File: src/rtl/resonator_peak_detector.sv
// rtl/resonator_peak_detector.sv - windowed peak |d| tracker with debounced hysteretic tone detect
// Optional feature macro: RESONATOR_PEAK_MEAN_ABS_EN (per-window mean |d| on mean_abs).
module resonator_peak_detector #(
  parameter int          DATA_WIDTH = 16,
  parameter int          WINDOW_LEN = 256,
  parameter logic [15:0] THRESH_ON  = 16'd8192,
  parameter logic [15:0] THRESH_OFF = 16'd4096,
  parameter int          DEBOUNCE   = 3
) (
  input  logic                          clk,
  input  logic                          reset,
  input  logic                          enable,
  input  logic signed [DATA_WIDTH-1:0]  d,
  output logic [DATA_WIDTH-1:0]         peak,
  output logic                          peak_valid,
  output logic                          tone_detected,
  output logic [DATA_WIDTH-1:0]         mean_abs,
  output logic [$clog2(WINDOW_LEN)-1:0] sample_idx
);
  localparam int                    IDX_W    = $clog2(WINDOW_LEN);
  localparam logic [IDX_W-1:0]      LAST_IDX = IDX_W'(WINDOW_LEN - 1);
  localparam logic [DATA_WIDTH-1:0] TH_ON    = DATA_WIDTH'(THRESH_ON);
  localparam logic [DATA_WIDTH-1:0] TH_OFF   = DATA_WIDTH'(THRESH_OFF);
  localparam logic [3:0]            DEB      = 4'(DEBOUNCE);

  typedef enum logic [1:0] {S_IDLE, S_ARMING, S_DETECTED, S_RELEASING} state_t;

  state_t                 state_q, state_d;
  logic [3:0]             cnt_q, cnt_d, cnt_inc;
  logic [DATA_WIDTH-1:0]  peak_q, peak_d, running_max_q, running_max_d;
  logic [DATA_WIDTH-1:0]  abs_d, cand_max;
  logic [IDX_W-1:0]       sample_idx_q, sample_idx_d;
  logic                   peak_valid_q, peak_valid_d, tone_q, tone_d;
  logic                   win_close, peak_on, peak_off;

  // Two's-complement negate; the most negative sample lands on 2^(W-1) unsigned.
  always_comb begin
    abs_d     = d[DATA_WIDTH-1] ? (~$unsigned(d) + DATA_WIDTH'(1)) : $unsigned(d);
    cand_max  = (abs_d > running_max_q) ? abs_d : running_max_q;
    win_close = enable && (sample_idx_q == LAST_IDX);
  end

  always_comb begin
    peak_d        = peak_q;
    peak_valid_d  = 1'b0;
    running_max_d = running_max_q;
    sample_idx_d  = sample_idx_q;
    if (enable) begin
      if (win_close) begin
        peak_d        = cand_max;
        peak_valid_d  = 1'b1;
        running_max_d = '0;
        sample_idx_d  = '0;
      end else begin
        running_max_d = cand_max;
        sample_idx_d  = sample_idx_q + IDX_W'(1);
      end
    end
  end

  always_comb begin
    state_d  = state_q;
    cnt_d    = cnt_q;
    cnt_inc  = cnt_q + 4'd1;
    peak_on  = (peak_q >= TH_ON);
    peak_off = (peak_q < TH_OFF);
    if (peak_valid_q) begin
      case (state_q)
        S_IDLE: if (peak_on) begin
          if (DEB == 4'd1) begin state_d = S_DETECTED; cnt_d = '0; end
          else begin state_d = S_ARMING; cnt_d = 4'd1; end
        end
        S_ARMING: if (!peak_on) begin state_d = S_IDLE; cnt_d = '0; end
          else if (cnt_inc == DEB) begin state_d = S_DETECTED; cnt_d = '0; end
          else cnt_d = cnt_inc;
        S_DETECTED: if (peak_off) begin
          if (DEB == 4'd1) begin state_d = S_IDLE; cnt_d = '0; end
          else begin state_d = S_RELEASING; cnt_d = 4'd1; end
        end
        S_RELEASING: if (!peak_off) begin state_d = S_DETECTED; cnt_d = '0; end
          else if (cnt_inc == DEB) begin state_d = S_IDLE; cnt_d = '0; end
          else cnt_d = cnt_inc;
        default: begin state_d = S_IDLE; cnt_d = '0; end
      endcase
    end
    tone_d = (state_d == S_DETECTED) || (state_d == S_RELEASING);
  end

  always_ff @(posedge clk) begin
    if (reset) begin
      state_q       <= S_IDLE;
      cnt_q         <= '0;
      peak_q        <= '0;
      peak_valid_q  <= 1'b0;
      running_max_q <= '0;
      sample_idx_q  <= '0;
      tone_q        <= 1'b0;
    end else begin
      state_q       <= state_d;
      cnt_q         <= cnt_d;
      peak_q        <= peak_d;
      peak_valid_q  <= peak_valid_d;
      running_max_q <= running_max_d;
      sample_idx_q  <= sample_idx_d;
      tone_q        <= tone_d;
    end
  end

`ifdef RESONATOR_PEAK_MEAN_ABS_EN
  localparam int SUM_W = DATA_WIDTH + IDX_W;
  logic [SUM_W-1:0]      sum_q, sum_d, sum_next;
  logic [DATA_WIDTH-1:0] mean_q, mean_d;

  always_comb begin
    sum_next = sum_q + SUM_W'(abs_d);
    sum_d    = sum_q;
    mean_d   = mean_q;
    if (enable) begin
      if (win_close) begin
        mean_d = DATA_WIDTH'(sum_next >> IDX_W);
        sum_d  = '0;
      end else begin
        sum_d  = sum_next;
      end
    end
  end

  always_ff @(posedge clk) begin
    if (reset) begin
      sum_q  <= '0;
      mean_q <= '0;
    end else begin
      sum_q  <= sum_d;
      mean_q <= mean_d;
    end
  end

  assign mean_abs = mean_q;
`else
  assign mean_abs = '0;
`endif

  assign peak          = peak_q;
  assign peak_valid    = peak_valid_q;
  assign tone_detected = tone_q;
  assign sample_idx    = sample_idx_q;
endmodule
File: config.mk
export PLATFORM = sky130hd
export DESIGN_NAME = resonator_peak_detector
export DESIGN_NICKNAME = d
export VERILOG_FILES = /design/src/rtl/resonator_peak_detector.sv
export SDC_FILE = /design/constraint.sdc
export NUM_CORES = 1
export LEC_CHECK = 0
export ABC_AREA = 1
export CORE_ASPECT_RATIO = 1.25
export CORE_MARGIN = 4
export CORE_UTILIZATION = 53
export DETAILED_ROUTE_END_ITERATION = 10
export PLACE_DENSITY = 0.81
export SETUP_SLACK_MARGIN = 0.3
export SLEW_MARGIN = 20
export SYNTH_ARGS = -nofsm -noshare
export SYNTH_HDL_FRONTEND = slang
export SYNTH_SLANG_ARGS = --single-unit
File: constraint.sdc
create_clock -name clk -period 3.35 [get_ports clk]
set_clock_uncertainty 0.15 [all_clocks]
set_input_delay 0.5025 -clock clk [delete_from_list [all_inputs] [get_ports clk]]
set_output_delay 0.5025 -clock clk [all_outputs]
set_load 0.01 [all_outputs]
# Word-level counts from Yosys, hierarchy flattened
# Index checks and enable logic that the tools add are counted.
word_totals:
  out_inout_bits: 42
  reg_bits: 48
op_classes:
  eq_ne: 9
  n_mux: 19
  n_addsub: 3
  n_reduce_logical: 6
  bitwise: 2
  magnitude_cmp: 3
op_table:
  columns: ["operator", "count"]
  rows:
  - ["2-to-1 mux 16 bit", 3]
  - ["2-to-1 mux 4 bit", 5]
  - ["adder 16 x 1 -> 16 bit (second input constant)", 1]
  - [">= comparator 16 x 14 -> 1 bit (second input constant)", 1]
  - ["> comparator 16 bit", 1]
  - ["less-than comparator 16 x 13 -> 1 bit (second input constant)", 1]
  - ["NOT 16 bit", 1]
  - ["case mux 4 bit (4 select lines)", 1]
  - ["2-to-1 mux 2 bit", 7]
  - ["adder 8 x 1 -> 8 bit (second input constant)", 1]
  - ["== test 2 bit (second input constant)", 4]
  - ["== test 8 bit (second input constant)", 1]
  - ["2-to-1 mux 8 bit", 1]
  - ["case mux 2 bit (4 select lines)", 1]
  - ["adder 4 x 1 -> 4 bit (second input constant)", 1]
  - ["== test 4 x 2 -> 1 bit (second input constant)", 1]
  - ["inequality test 2 bit (second input constant)", 2]
  - ["AND reduction 3 bit", 1]
  - ["== test 2 x 1 -> 1 bit (second input constant)", 1]
  - ["zero test 2 bit", 1]
  - ["AND reduction 2 bit", 1]
  - ["OR reduction 2 bit", 1]
  - ["logical AND 1 bit", 1]
  - ["logical OR 1 bit", 1]
  - ["other kinds (2)", 2]

# Longest topological paths before layout
depth:
  depth_word: 8
  depth_mapped: 20

# Worst setup path before layout
# OpenSTA, ideal clock, no wires.
synth_timing:
  path_type: "input -> register"
  from: "input port d[0]"
  to: "register running_max_q[3]"
  t_arrival_ps: 2520
  stages: 18
  setup_ps: 132
  path_slack_ps: 548
  n_path_buf: 1
  path_cell_list: "inv_1 > ha_1 > nand2_1 > nor2_2 > nand3_1 > nand2_1 > nand2_1 > nand2_1 > inv_1 > ha_1 > nand4_1 > nor3_4 > nand3_2 > nand2_4 > buf_6 > nand2_2 > nand3_1 > a21oi_1"
synth_between:
  elab_chain_cells: 6
synth_rtl:
  columns: ["element", "line_no", "rtl"]
  rows:
  - ["start, declared", "13", "input logic signed [DATA_WIDTH-1:0] d,"]
  - ["NOT 16 bit", "38", "abs_d = d[DATA_WIDTH-1] ? (~$unsigned(d) + DATA_WIDTH'(1)) : $unsigned(d);"]
  - ["adder 16 x 1 -> 16 bit", "38", null]
  - ["2-to-1 mux 16 bit *", "38", null]
  - ["> comparator 16 bit", "39", "cand_max = (abs_d > running_max_q) ? abs_d : running_max_q;"]
  - ["2-to-1 mux 16 bit *", "39", null]
  - ["2-to-1 mux 16 bit *", "49", "if (win_close) begin"]
  - ["end signal, assigned", "103", "running_max_q <= running_max_d;"]
  - ["end, declared", "30", "logic [DATA_WIDTH-1:0] peak_q, peak_d, running_max_q, running_max_d;"]
# Mark *: on every way between the ends. The rest lies on a longest branch, timed or not.
# A chain may end at the register's enable or synchronous reset.

# Worst setup path in the final report
layout_timing:
  from: "input port d[3]"
  to: "register running_max_q[8]"
# The elaborated chain is that of the path after synthesis.

==> flow_summary.ini <==
[clock_tree]
cts.htree.levels = 2
clockRootBuffer = clkbuf_8
cts.sinks = 48
cts_buffer_depth = 2
insertion_delay_ps = 300
cts_tree = done
path_clk_slew_ps = 90
numCtsBuffers = 5

[synth]
synth_edf_count = 0
synth_area_per_cell_um2 = 6.68
netlist_area_um2 = 3230
ys_seq_elements = 48
netlist_instances = 483
ys_seq_area_frac = 0.298
async_reset_ff_frac = 0
synthDistinctLibCells = 33
synth_warnings = 0
synthFlopType = dfxtp_1

[timing]
finalHoldViolations = 0
rsz0062_at_grt = no
tns_ps = 0
setup_slack_ps = 442
tightestPinTransition_ps = 764
period_share = 0.868
fmaxAchievable_mhz = 344
slew_headroom = 0.490
whs_ps = 309
drv_slew = 0
period_needed_ps = 2910
setup_violations = 0

[placement]
port_buffers = 44
placed_cell_area_um2 = 3720
dp.cells = 609
dp_hpwl_mm = 5.64
dpl_worst_slack_ps = -47.2
gp_congestion = 0.887

[floorplanning]
core_um2 = 5860
die_area_um2 = 7410
io_pins = 61
num_rows = 31
die_x_um = 77.8
initial_core_util = 0.551
fp.dieH_um = 95.2

[routing]
ant_nets = 0
routed_wirelength_mm = 7.89
vias = 3261
drc = 0
avgRoutedWirePerCell_um = 12.7
firstDrtPassIters = 5
avgViaCountPerCell = 5.25
drt_iter0_drc = 191

[power]
max-vdd-ir-drop_mv = 0.198
power_frac_seq = 0.422
power_mw = 1.47
pwr-share-clk = 0.224
combPwrFrac = 0.354
p_int_mw = 0.943
p_sw_frac = 0.357
pwr_density_cell_nw_per_um2 = 359
switchingPower_mw = 0.524
p_leak_nw = 1.94

[finish]
fin_cells = 621
final_area_um2 = 4090
antenna_cells = 0
final_layout_size_suffix_gt1_frac = 0.160
nets = 578
final_util = 0.698
areaGrowthSynthToFinish_pct = 26.7

[setup_path]
critPathCapture = running_max_q[8]
arrival_ps = 2950
startpoint = d[3]
reg2regPathDepth = 10
critPathMaxFanout = 6
slowest_stage = ha_4
path_depth = 17
path_buf_inv = 3
start_kind = input pin
path_class = in2reg
r2r-start = running_max_q[11]
reg2reg_setup_slack_ps = 1280
path_cells = dlygate4sd2_1 > nor2_2 > buf_4 > nand2_1 > nor2_1 > nand2_1 > nand3b_1 > nand2_1 > ha_4 > nand4_1 > nor3_4 > nand2_2 > nand2_4 > buf_6 > nand3b_1 > nand3_1 > a21oi_1
critPathMostFrequentCell = nand2_1
worst_ep_required_time_ps = 3390
cpPeakStageDelay_ps = 300
endpoint_kind = flip-flop
critPathTopFamily = simple AND/OR/NAND/NOR gates
timing.rr.end = running_max_q[8]

[global_route]
grt_pass1_wl_mm = 12.2
overflow = 0
track_usage = 0.199
antenna_found_initial = 0
grt_max_degree = 20
grt_pass1_vias = 2938

[job]
drv_cap = 0

[run_status]
status = finished clean

[hold_path]
hp-class = reg2reg
==> registers in the layout, summed over array words and instances (netlist names) <==
| signal | flops |
|---|---|
| cnt_q | 4 |
| peak_valid | 1 |
| sample_idx | 8 |
| peak | 16 |
| tone_detected | 1 |
| running_max_q | 16 |
| state_q | 2 |
==> worst min path at each step <==
stage                      startpoint                end  slack [ps]  depth (start not counted)
floorplan           running_max_q[10]  running_max_q[10]         300                          2
CTS                           peak[3]            peak[3]         310                          2
global route                  peak[0]            peak[0]         330                          2
detailed placement            peak[3]            peak[3]         300                          2
finish                        peak[3]            peak[3]         310                          2
global placement              peak[3]            peak[3]         290                          2
==> layer usage <==
metal  GRT usage  wire [µm]  vias up
li1            -          -     1628
met1       0.229       3180     1496
met2       0.375       4110      124
met3      0.0208        452       13
met4      0.0757        141        0
met5           0          0        -
==> worst reg2reg max path, cell delays in order (launching register included) <==
cell and delay [ps]:
dfxtp_1 360, inv_1 100, ha_4 280, nand4_1 140, nor3_4 220, nand2_2 110
nand2_4 160, buf_6 150, nand3b_1 120, nand3_1 110, a21oi_1 60
==> power groups by stage <==
stage          Sequential [mW]  Clock (mW)  Combinational (mW)
3_5_place_dp             0.630           0               0.436
3_3_place_gp             0.628           0               0.418
4_1_cts                  0.617       0.329               0.451
2_1_floorplan            0.627           0               0.343
5_1_grt                  0.622       0.349               0.579
6_report                 0.619       0.329               0.520
==> placed cells by master (no fill, tap or decap), types with 10 or more instances in the layout <==
cell type          n
nand2_1          129
inv_1             52
dfxtp_1           48
nand3_1           46
nor2_1            34
clkdlybuf4s50_1   32
a21oi_1           27
nand2_2           17
conb_1            16
ha_1              15
buf_4             13
dlymetal6s2s_1    11
nor2_2            10
==> cells by family after synthesis <==
| family | synth area share |
|---|---|
| buf+inv | 0.131 |
| compound gates | 0.0795 |
| flops | 0.298 |
| xor+xnor | 0.0244 |
| other cells | 0.00116 |
| fa+ha+maj | 0.0776 |
| simple gates | 0.388 |
==> what timing repair did <==
| item | 4_1_cts | 5_1_grt |
|---|---|---|
| setup buffers | 1 | 3 |
| gates resized for setup | 12 | 50 |
| hold buffers | 0 | 0 |
| gates cloned | 0 | 1 |
| pin swaps | 5 | 22 |
| hold endpoints to repair | 0 | 0 |
| endpoints found under the setup margin | 12 | 32 |
==> synth_stat cells (2+ instances only) <==
master / number / share of area
nand2_1: 135 / 0.16
inv_1: 57 / 0.066
nand3_1: 56 / 0.087
dfxtp_1: 48 / 0.30
nor2_1: 41 / 0.048
a21oi_1: 28 / 0.043
ha_1: 20 / 0.078
buf_4: 16 / 0.037
nand2_2: 13 / 0.025
nand3b_1: 9 / 0.021
o21ai_0: 8 / 0.012
nor2_2: 7 / 0.014
buf_6: 5 / 0.017
xor2_1: 5 / 0.014
clkbuf_1: 4 / 0.0047
xnor2_1: 4 / 0.011
buf_2: 3 / 0.0047
o211ai_1: 3 / 0.0070
o31ai_1: 3 / 0.0070
nand2_4: 2 / 0.0070
nand4_1: 2 / 0.0039
nor3_1: 2 / 0.0031
nor3_4: 2 / 0.010
==> area by class of cell <==
cell class                 count  area, µm²
inverter                      58        218
fill                         483       1770
tap                           82        103
clock inverter                 1       5.00
timing repair buffer          61        609
clock buffer                   6       72.6
multi-input combinational    365       2120
sequential                    48        961
Note: power is estimated with default switching activity, not from simulation.
